File: src/rtl/rd_scoreboard.sv
// Register-write scoreboard: tracks in-flight destination writes per register
// and raises a decode stall when a used source still has a pending write.
module rd_scoreboard #(
  parameter int AW   = 5,
  parameter int NREG = 32,
  parameter int CW   = 2
) (
  input  logic            clk,
  input  logic            clr,
  input  logic            issue_en,
  input  logic [AW-1:0]   issue_rd,
  input  logic            wb_en,
  input  logic [AW-1:0]   wb_rd,
  input  logic [AW-1:0]   rs1,
  input  logic            rs1_used,
  input  logic [AW-1:0]   rs2,
  input  logic            rs2_used,
  output logic            stall,
  output logic [NREG-1:0] busy_mask,
  output logic            overflow,
  output logic            underflow
);

  localparam logic [CW-1:0] CNT_MAX = {CW{1'b1}};

  logic [NREG-1:0] pending;    // current counter != 0
  logic [NREG-1:0] busy_next;  // updated counter != 0
  logic [NREG-1:0] ovf_hit;
  logic [NREG-1:0] unf_hit;
  logic [NREG-1:0] busy_mask_reg;
  logic            overflow_reg;
  logic            underflow_reg;

  genvar gi;
  generate
    for (gi = 0; gi < NREG; gi++) begin : g_reg
      if (gi == 0) begin : g_zero
        // Register 0 is hard-wired; it is never counted and never errors.
        assign pending[gi]   = 1'b0;
        assign busy_next[gi] = 1'b0;
        assign ovf_hit[gi]   = 1'b0;
        assign unf_hit[gi]   = 1'b0;
      end else begin : g_cnt
        logic [CW-1:0] cnt_reg;
        logic [CW-1:0] cnt_next;
        logic          inc;
        logic          dec;
        logic          ovf;
        logic          unf;

        always_comb begin
          inc      = issue_en && (issue_rd == AW'(gi));
          dec      = wb_en && (wb_rd == AW'(gi));
          cnt_next = cnt_reg;
          ovf      = 1'b0;
          unf      = 1'b0;
          // Simultaneous issue and writeback cancel with no error checks.
          if (inc && !dec) begin
            if (cnt_reg == CNT_MAX) ovf = 1'b1;
            else                    cnt_next = cnt_reg + 1'b1;
          end else if (dec && !inc) begin
            if (cnt_reg == '0) unf = 1'b1;
            else               cnt_next = cnt_reg - 1'b1;
          end
        end

        always_ff @(posedge clk) begin
          if (clr) cnt_reg <= '0;
          else     cnt_reg <= cnt_next;
        end

        assign pending[gi]   = (cnt_reg != '0);
        assign busy_next[gi] = (cnt_next != '0);
        assign ovf_hit[gi]   = ovf;
        assign unf_hit[gi]   = unf;
      end
    end
  endgenerate

  always_ff @(posedge clk) begin
    if (clr) begin
      busy_mask_reg <= '0;
      overflow_reg  <= 1'b0;
      underflow_reg <= 1'b0;
    end else begin
      busy_mask_reg <= busy_next;
      overflow_reg  <= overflow_reg | (|ovf_hit);
      underflow_reg <= underflow_reg | (|unf_hit);
    end
  end

  // No writeback bypass: stall follows the registered counters only.
  assign stall = (rs1_used && (rs1 != '0) && pending[rs1]) ||
                 (rs2_used && (rs2 != '0) && pending[rs2]);

  assign busy_mask = busy_mask_reg;
  assign overflow  = overflow_reg;
  assign underflow = underflow_reg;

endmodule

File: config.mk
export PLATFORM = sky130hd
export DESIGN_NAME = rd_scoreboard
export DESIGN_NICKNAME = d
export VERILOG_FILES = /design/src/rtl/rd_scoreboard.sv
export SDC_FILE = /design/constraint.sdc
export NUM_CORES = 1
export LEC_CHECK = 0
export ABC_AREA = 1
export BUFFER_PORTS_ARGS = -buffer_cell sky130_fd_sc_hd__buf_2
export CAP_MARGIN = 25
export CORE_MARGIN = 5
export CORE_UTILIZATION = 53
export DETAILED_ROUTE_END_ITERATION = 16
export GPL_TIMING_DRIVEN = 0
export PLACE_DENSITY_LB_ADDON = 0.12
export SYNTH_ARGS = -nofsm -noshare
export SYNTH_HDL_FRONTEND = slang
export SYNTH_SLANG_ARGS = --single-unit
File: constraint.sdc
create_clock -name clk -period 3.8 [get_ports clk]
set_clock_uncertainty 0.1 [all_clocks]
set_input_delay 0.38 -clock clk [delete_from_list [all_inputs] [get_ports clk]]
set_output_delay 0.38 -clock clk [all_outputs]
set_load 0.005 [all_outputs]
==> impl_results.md, run 1 <==
- Pleak: between 3 and 4 nW
- Worst Tran Pin Value: roughly 660 ps
- Hold Path Depth: 2
- Int Pwr: about 1.6 mW
- Final worst slack: about 1400 ps
- Area growth, synth to finish: 12.6%
- I/O Pins: 61
- Relative slew slack: 0.561
- Post-DRT Antenna Nets: 0
- CORE AREA: between 0.01 and 0.015 sq mm
- Register-to-Register Path Depth: 11
- Hold buffers post-CTS: 0
- Hold Crit Class: input port to flip-flop
- Largest register FFs: between 60 and 70
- Vias in the first global route: just under 6000
- TritonCTS Buffers: 9
- Hpwl dp: 15000 um
- Max Cap Violations: 0
- Max Slew Vio Count: 0
- Comb power frac: 0.105
- GRT Util Overall: 0.281
- Critical path fanouts, max: 10
- Commonest non-fill, non-tap cell in the layout: nand2_1
- Net Count, Synth: 1047
- Final cell count without fillers: about 1200
- Layout cell share with drive strength beyond 1: 0.0923
- Total gr overflow: 0
- Synth warn: 0
- Power Dens Cells: between 300 and 400 mW/mm^2
- Final Cycle Share: 0.625
- CTS root buffer: clkbuf_16
- Synthesized flop and latch total: 95
- Reg power frac: 0.480
- Clock Latency Late Sink: 350 ps
- NetSw: approximately 540 uW
- CP Launch Point: rs1[0]
- Setup crit end kind: primary output
- Period minus WS final: around 2400 ps
- Synthesized area per cell: 5.90 sq um
- Via count: a little under 7000
- Final setup TNS: 0 ps
- Synth unique cells: 33
- Critical path data required time: roughly 3300 ps
- Max Freq: approximately 420 MHz
- Post-Route WL: roughly 19000 um
- # port buffers: 57
- Register clock-pin slew on the reported worst setup and hold paths: roughly 60 ps
- Area leader, netlist: dfxtp_1
- Via/cell ratio: about 5.5
- Synth top area share: 0.316
- Maximum number of pins on one net before global-route repair: 16
- Post-synthesis cell area: roughly 0.0060 sq mm
- Post-Place Cell Area: between 0.006 and 0.007 sq mm
- Initial antenna violation count: 0
- Worst Hold Launch: clr
- Most frequent cells in the layout: nand2_1, nor2_1, inv_1
- Die ar.: around 0.014 sq mm
- Pre-CTS worst setup slack: between 1000 and 1500 ps
- Clk buf depth: 2
- Remaining routing DRC violations: 0
- Die Ht: ~120 um
- Fill cell count: roughly 1100
- Nets: about 1100
- Total Power: around 2.1 mW
- Gpl congestion: between 1 and 1.5
- Diode count: 0
- Iteration-0 DRC Markers: a little over 900
- Resized cells post-CTS: 0
- Crit path DAT: approximately 1900 ps
- Critical path startpoint category: input port
- Cells after Synth: around 1000
- R2R Path Start: g_reg[13].g_cnt.cnt_reg[0]
- WL/cell: ~15 um
- Design Area, Final: 0.00678 sq mm
- Clock Power Share: 0.414
- Final Hold Vio Count: 0
- Placed Instances: between 1000 and 1500
- Area contributors post-synth: dfxtp_1, nand2_1, nor2_1
- Detailed Routing Iterations Pass 1: 6
- Die Span X: between 100 and 150 um
- Peak supply drop: ~320 uV
- Sequential area share after synthesis: 0.316
- Post-CTS Setup Bufs: 0
- Starting Density: 0.534
- Crit path kind: input port to primary output
- Switching fraction of total power: 0.257
- Clk sink count: 95
- RSZ-0062 raised after global routing: no
- First-pass GRT wire length: roughly 30000 um
- H-tree levels: 3
- Final number of setup-violating endpoints: 0
- Row count: 39
- Status: completed
- CTS tree: yes
## stage by stage
stage | hold slack (ps) | utilization
after floorplan | 357 | -
after global placement | 388 | 0.576
after global routing | 179 | 0.602
after detailed placement | 399 | 0.576
final | 172 | 0.602
after CTS | 166 | 0.602
## logic make-up (layout without fill, tap and decap cells)
group                  after synthesis  count (layout)  synth area share
flip-flops                          95              95             0.316
AND/OR/NAND/NOR                    582             582             0.408
buffers and inverters              147             220            0.0947
other                                1               1          0.000623
AO/OA/AOI/OAI                      196             196             0.181
## worst paths after layout
check / to / slack, ps
setup / recovery: stall / 1430
hold / removal: g_reg[1].g_cnt.cnt_reg[1] / 170
setup reg to reg: underflow / 2200
hold reg to reg: g_reg[30].g_cnt.cnt_reg[1] / 400
## layout make-up
| class | instances | area [sq um] | area share |
|---|---|---|---|
| clock inverters | 4 | 28.8 | 0.00424 |
| repair buffers | 57 | 285 | 0.0421 |
| flip-flops and latches | 95 | 1900 | 0.280 |
| inverters | 127 | 477 | 0.0703 |
| clock buffers | 12 | 267 | 0.0393 |
| plain buffers | 20 | 93.8 | 0.0138 |
| multi-input cells | 779 | 3550 | 0.524 |
| well taps | 143 | 179 | 0.0264 |
## critical path, cell delays in order
cell	delay [ps]
buf_2	190
inv_1	80
clkbuf_1	230
nor2_1	340
nand2_1	90
o211ai_1	130
nand2_1	80
a21oi_1	130
nor2_1	50
nand2_1	50
nand2_1	40
buf_2	120
## power by group through the flow
stage	registers, mW	clock network (mW)	logic (mW)
floorplan	1.03	0	0.136
global placement	1.04	0	0.215
detailed placement	1.04	0	0.215
CTS	1.01	0.893	0.216
global route	1.01	0.940	0.244
finish	1.01	0.875	0.223
## layer usage
layer  GRT usage  vias up  wire (um)
met5           0        -          0
met4       0.136        0        783
met3      0.0420       45       1680
met2       0.432      326       8050
met1       0.387     3008       8300
li1            -     3445          -
## cell usage after synthesis (all sizes together)
master  count
nand2     273
nor2      184
inv       127
dfxtp      95
nand3      83
a21oi      77
o21ai      76
or2        18
a211oi     14
clkbuf     13
nand4      13
o211ai     10
buf         7
a31oi       6
nand3b      6
nor3        5
o21bai      4
a221oi      2
o21a        2
a21o        1
a22oi       1
a311oi      1
conb        1
o31ai       1
o41ai       1
(Power assumes the default switching activity.)
==> run 2: changes to the inputs <==
--- a/config.mk
+++ b/config.mk
@@ -5,7 +5,7 @@
 export SDC_FILE = /design/constraint.sdc
 export NUM_CORES = 1
 export LEC_CHECK = 0
-export ABC_AREA = 1
+export ABC_AREA = 0
 export BUFFER_PORTS_ARGS = -buffer_cell sky130_fd_sc_hd__buf_2
 export CAP_MARGIN = 25
 export CORE_MARGIN = 5
==> constraint.sdc (replaced) <==
create_clock -name clk -period 2.4 [get_ports clk]
set_clock_uncertainty 0.1 [all_clocks]
set_input_delay 0.24 -clock clk [delete_from_list [all_inputs] [get_ports clk]]
set_output_delay 0.24 -clock clk [all_outputs]
set_load 0.005 [all_outputs]
==> run 2 against run 1 <==
Compared with the run above:
- the flow now finishes with violations (negative setup slack)
- clock power increased by 95%
- setup slack got worse by 1500 ps
- synthesized cell count decreased by 22%
- first-iteration DRC count increased by 47%
- design area increased by 11%
- global-route usage increased by 11 points
- sequential share of layout area decreased by 1.6 points
- combinational power increased by 120%
- critical path depth decreased by 4
- wire length increased by 55%
- critical path type is now input port to flip-flop
- via count increased by 14%
- largest power group is now clock
==> impl_results.md, run 2 <==
- Maximum number of pins on one net before global-route repair: 15
- Die Ht: roughly 120 um
- Die ar.: between 0.01 and 0.015 sq mm
- Grt met3 use: 0.152
- Vias in the first global route: roughly 7000
- Via count: ~7800
- Failing checks: negative setup slack
- I/O Pins: 61
- Post-synthesis cell area: around 0.0065 sq mm
- Area contributors post-synth: dfxtp_1, a2111oi_0, o211ai_1
- Hpwl dp: between 20000 and 25000 um
- Net Count, Synth: about 830
- Clk buf depth: 2
- Gpl congestion: 1.07
- Hold Slack: approximately 350 ps
- Register-to-Register Path Depth: 5
- Total gr overflow: 0
- Commonest non-fill, non-tap cell in the layout: buf_2
- Register clock-pin slew on the reported worst setup and hold paths: approximately 70 ps
- Via/cell ratio: roughly 7.6
- Synth unique cells: 61
- CTS root buffer: clkbuf_16
- TritonCTS Buffers: 9
- Crit path cell chain: buf_2 -> and2_1 -> clkbuf_1 -> buf_2 -> o211ai_1 -> o22ai_1 -> nor4_1 -> a31oi_1
- Setup crit end kind: flip-flop
- CORE AREA: roughly 0.012 sq mm
- Crit path DAT: around 2700 ps
- Hold Crit Class: input port to flip-flop
- Design Area, Final: ~0.0075 sq mm
- Clk sink count: between 90 and 100
- Most frequent cell after synthesis: dfxtp_1
- Crit path kind: input port to flip-flop
- Critical path startpoint category: input port
- Period minus WS final: between 2000 and 2500 ps
- Largest register FFs: 62
- Area growth, synth to finish: 15.5%
- Clock Latency Late Sink: 360 ps
- Nets: ~900
- Iteration-0 DRC Markers: approximately 1300
- H-tree levels: 3
- Starting Density: 0.541
- Gr busiest metal: met2
- Hold Path Depth: 2
- Reg area: about 0.0020 sq mm
- Die Span X: between 100 and 150 um
- Synthesized flop and latch total: 95
- Worst Hold Launch: clr
- Post-Place Cell Area: roughly 0.007 sq mm
- Final worst slack: -70.6 ps
- Initial antenna violation count: 0
- Met1 Use GR: 0.498
- Async set or reset register ratio after synthesis: 0
- Max Freq: 405 MHz
- Synth cell count leaders: dfxtp_1, o21ai_0, nand2_1
- Final Cycle Share: 1.03
- Worst Tran Pin Value: around 1100 ps
- Final Hold Vio Count: 0
- Max Slew Vio Count: 0
- GRT Util Overall: 0.388
- # port buffers: 54
- CP max-delay cell: clkbuf_1
- Status: finished, violations left
- Synth warn: 0
- Most frequent cells in the layout: buf_2, dfxtp_1, o21ai_0
- Critical path fanouts, max: 10
- Sequential area share after synthesis: 0.293
- Pleak: approximately 2.5 nW
- Cells after Synth: 799
- RSZ-0062 raised after global routing: yes
- Post-Route WL: between 20000 and 30000 um
- Max Cap Violations: 0
- Multi-input gate area: 0.00424 sq mm
- Remaining routing DRC violations: 0
- First-pass GRT wire length: between 40000 and 50000 um
- Post-DRT Antenna Nets: 0
- Row count: 40
- Layout cell share with drive strength beyond 1: 0.232
- Power Dens Cells: just over 500 mW/mm^2
- Synth top area share: 0.293
- Critical path data required time: around 2600 ps
- Crit Reg-Reg Endpoint: overflow
- Number of synthesized flops with an enable pin: 0
- CTS tree: yes
- Delay of the slowest critical-path stage: just under 700 ps
- Peak supply drop: 319 uV
- Final number of setup-violating endpoints: 2
- Fill cell count: about 1100
- Relative slew slack: 0.248
- Synthesized area per cell: around 8.1 sq um
- Flop2flop setup slack: 160 ps
- GR Util met2: 0.541
- R2R Path Start: g_reg[25].g_cnt.cnt_reg[0]
- Hold path endpoint: g_reg[1].g_cnt.cnt_reg[0]
- Main synth FF type: dfxtp_1
- Detailed Routing Iterations Pass 1: 7
- WL/cell: ~29 um
- Area leader, netlist: dfxtp_1
- Most used cell, CP: buf_2
-- run 2: changes by cell type after synthesis, moves of 20 or more --
cell / before / now
nand2_1: 273 / 59
a2111oi_0: 0 / 48
nor2_1: 169 / 35
o2111ai_1: 0 / 20
and3_1: 0 / 29
a21oi_1: 76 / 32
nand3_1: 83 / 15
inv_1: 123 / 9
o211ai_1: 10 / 46
a31oi_1: 6 / 31
nand2b_1: 0 / 35
clkbuf_1: 13 / 38
buf_2: 3 / 28
-- run 2: layout make-up --
| class | count | share of cell area |
|---|---|---|
| well taps | 147 | 0.0245 |
| diodes | 1 | 0.000333 |
| clock buffers | 12 | 0.0342 |
| plain buffers | 74 | 0.0473 |
| multi-input cells | 617 | 0.565 |
| flip-flops and latches | 95 | 0.264 |
| repair buffers | 65 | 0.0475 |
| clock inverters | 3 | 0.0120 |
| inverters | 9 | 0.00450 |
-- run 2: through the flow --
stage | std cells | TNS, ps | power (mW) | utilization | setup WS, ps
after global routing | 1022 | -60.3 | 3.90 | 0.625 | -60.3
after global placement | 1000 | -7750 | 2.10 | 0.579 | -546
after floorplan | 799 | 0 | 1.90 | - | 474
final | 1023 | -73.1 | 3.80 | 0.625 | -70.6
after CTS | 1015 | 0 | 3.78 | 0.610 | 3.96
after detailed placement | 1001 | -5340 | 2.10 | 0.580 | -413
-- run 2: cell families (layout without fill, tap and decap cells) --
family / after synthesis / in the layout / synth area share
AND/OR/NAND/NOR: 298 / 298 / 0.277
buffers and inverters: 87 / 163 / 0.0610
flip-flops: 95 / 95 / 0.293
multiplexers: 10 / 10 / 0.0327
other: 1 / 2 / 0.000577
AO/OA/AOI/OAI: 308 / 308 / 0.336
-- run 2: how the worst max path moves through the flow --
stage | from | to | slack [ps] | cells past startpoint
finish | issue_rd[1] | overflow | -70 | 8
global route | g_reg[15].g_cnt.cnt_reg[0] | stall | -60 | 6
CTS | g_reg[6].g_cnt.cnt_reg[0] | stall | 4 | 6
detailed placement | issue_rd[4] | overflow | -410 | 7
global placement | issue_rd[4] | overflow | -550 | 7
floorplan | rs2[2] | stall | 470 | 6
-- run 2: worst max-delay path, delay by kind of cell --
| family | cells | cell delay, ps |
|---|---|---|
| AO/OA/AOI/OAI | 3 | 800 |
| buffers and inverters | 3 | 1290 |
| AND/OR/NAND/NOR | 2 | 300 |
-- run 2: repair_timing --
action / in CTS / in global routing
pin swaps: 0 / 4
setup endpoints to repair: 5 / 1
gates resized for setup: 12 / 57
hold buffers: 0 / 0
setup buffers: 0 / 10
-- run 2: where the power goes --
part / leakage (nW) / internal [mW] / total, mW / switching [mW]
clock network: 0.169 / 1.07 / 1.71 / 0.638
registers: 0.788 / 1.58 / 1.59 / 0.0158
logic: 1.57 / 0.140 / 0.498 / 0.358
-- run 2: layer usage --
layer	vias to the layer above	routed length, um
met3	195	4380
met5	-	0
met1	3603	11000
li1	3300	-
met4	0	2140
met2	664	11700
==> run 3: changes to the inputs <==
--- a/config.mk
+++ b/config.mk
@@ -8,11 +8,12 @@
 export ABC_AREA = 0
 export BUFFER_PORTS_ARGS = -buffer_cell sky130_fd_sc_hd__buf_2
 export CAP_MARGIN = 25
-export CORE_MARGIN = 5
+export CORE_MARGIN = 4
 export CORE_UTILIZATION = 53
 export DETAILED_ROUTE_END_ITERATION = 16
 export GPL_TIMING_DRIVEN = 0
 export PLACE_DENSITY_LB_ADDON = 0.12
+export RECOVER_POWER = 100
 export SYNTH_ARGS = -nofsm -noshare
 export SYNTH_HDL_FRONTEND = slang
 export SYNTH_SLANG_ARGS = --single-unit
==> run 3 against run 2 <==
Compared with the run above:
- the flow still finishes with violations (negative setup slack)
- global-route usage increased by 0.33 points
- sequential share of layout area rose by 0.11 points
- sequential power about the same
- maximum frequency down 4.5%
- critical path depth shrank 1
- power decreased by 5.5%
- count of clock-buffer cells in the layout fell by 2
- non-clock buffer count down 9
- clock power is 13% lower
- combinational power is 1% lower
- largest power group is now sequential cells
==> impl_results.md, run 3 (synthesized netlist as in run 2, its figures left out) <==
- Final worst slack: -188 ps
- Switching fraction of total power: 0.292
- Commonest non-fill, non-tap cell in the layout: dfxtp_1
- CTS root buffer: clkbuf_16
- Period minus WS final: around 2600 ps
- Die Span X: around 120 um
- Multi-input gate area: 0.00419 sq mm
- Remaining routing DRC violations: 0
- Via/cell ratio: between 7 and 8
- First-pass GRT wire length: between 40000 and 50000 um
- Post-CTS Setup Bufs: 0
- Die ar.: approximately 0.014 sq mm
- Setup crit end kind: flip-flop
- Via count: a little under 8000
- Gpl congestion: ~1.1
- Most frequent cells in the layout: dfxtp_1, buf_2, o21ai_0
- Clock Power Share: 0.416
- Pleak: 2.35 nW
- Initial antenna violation count: 0
- Critical path data required time: between 2000 and 3000 ps
- CP max-delay cell: a2111oi_0
- Reg power frac: 0.447
- RSZ-0062 raised after global routing: yes
- Maximum number of pins on one net before global-route repair: 17
- WL/cell: between 20 and 30 um
- Hold buffers post-CTS: 0
- Area growth, synth to finish: 11.7%
- Die Ht: between 100 and 150 um
- Layout cell share with drive strength beyond 1: 0.175
- Final cell count without fillers: ~1000
- Critical path startpoint category: input port
- Vias in the first global route: 6974
- Row count: 40
- GR Util met2: 0.568
- Reg area: 0.00193 sq mm
- Crit path cell chain: clkbuf_1 -> buf_2 -> nor4b_4 -> a211oi_2 -> a2111oi_0 -> and4_1 -> a31oi_1
- Int Pwr: 2.54 mW
- Diode count: 0
- Crit path kind: input port to flip-flop
- Max Slew Vio Count: 0
- # port buffers: 54
- Hpwl dp: 20900 um
- Worst Tran Pin Value: 946 ps
- Clk buf depth: 2
- Final Cycle Share: 1.08
- Met1 Use GR: 0.508
- Power Dens Cells: 495 mW/mm^2
- Crit path DAT: about 2700 ps
- Starting Density: 0.541
- Gr busiest metal: met2
- CTS tree: yes
- Resized cells post-CTS: 5
- Nets: about 890
- NetSw: 1.05 mW
- Relative slew slack: 0.353
- Comb power frac: 0.137
- Final Hold Vio Count: 0
- Placed Instances: 1003
- Grt met3 use: 0.123
- Register clock-pin slew on the reported worst setup and hold paths: 70 ps
- Total gr overflow: 0
- Critical path fanouts, max: 10
- GRT Util Overall: 0.391
- Delay of the slowest critical-path stage: around 750 ps
- Iteration-0 DRC Markers: about 1300
- H-tree levels: 3
- Final number of setup-violating endpoints: 5
- Max Freq: 386 MHz
- Hold Crit Class: input port to flip-flop
- Post-Route WL: roughly 29000 um
- Largest register FFs: just over 60
- Status: finished, violations left
- Fill cell count: between 1000 and 1500
- Clock Latency Late Sink: roughly 360 ps
- Clk sink count: 95
- Post-DRT Antenna Nets: 0
- TritonCTS Buffers: 9
- Final core occ: 0.604
- Detailed Routing Iterations Pass 1: 7
- Peak supply drop: between 200 and 300 uV
- Failing checks: negative setup slack
- I/O Pins: a little over 60
- CORE AREA: about 0.012 sq mm
- Max Cap Violations: 0
[run 3: cell count changes in the layout (fill, tap and decap cells not counted), sizes merged]
cell      delta
inv          +2
clkbuf      +19
clkinvlp     +1
buf         -30
bufinv       -2
clkinv       +2
diode        -1
[run 3: power by group through the flow]
stage / clock [mW] / sequential (mW) / combinational, mW
final: 1.49 / 1.61 / 0.491
after global routing: 1.55 / 1.61 / 0.503
after CTS: 1.48 / 1.60 / 0.467
after detailed placement: 0 / 1.64 / 0.469
after global placement: 0 / 1.64 / 0.459
after floorplan: 0 / 1.64 / 0.265
[run 3: final timing paths]
check	cells past startpoint	slack, ps	from	end
setup / recovery	7	-190	wb_rd[3]	overflow
hold reg to reg	2	390	g_reg[20].g_cnt.cnt_reg[1]	g_reg[20].g_cnt.cnt_reg[1]
setup reg to reg	6	70	g_reg[4].g_cnt.cnt_reg[0]	overflow
hold / removal	2	380	clr	g_reg[3].g_cnt.cnt_reg[0]
[run 3: final cells by class]
cell class                      instances  share of cell area
Clock inverter                          6             0.00948
Clock buffer                           10              0.0316
Sequential cell                        95               0.265
Inverter                                9             0.00466
Multi-Input combinational cell        617               0.578
Timing Repair Buffer                   57              0.0386
Buffer                                 73              0.0472
Tap cell                              147              0.0253
[run 3: worst max-delay path: cells and delay by family]
| family | cells | cell delay, ps |
|---|---|---|
| simple gates | 2 | 1020 |
| compound gates | 3 | 1060 |
| buf+inv | 2 | 370 |
[run 3: through the flow]
| stage | setup WS (ps) | TNS, ps | power, mW | hold slack, ps | cell area [sq um] |
|---|---|---|---|---|---|
| CTS | 1.91 | 0 | 3.55 | 337 | 7280 |
| floorplan | 474 | 0 | 1.90 | 376 | 6500 |
| global route | -92.7 | -371 | 3.66 | 394 | 7260 |
| global placement | -758 | -13470 | 2.10 | 394 | 6950 |
| finish | -188 | -354 | 3.59 | 385 | 7260 |
| detailed placement | -443 | -5090 | 2.11 | 400 | 6980 |
[run 3: metal layers]
layer  up-vias  part of all wire
li1       3280                 -
met1      3587              0.38
met2       719              0.41
met3       158              0.14
met4         0             0.070
met5         -                 0
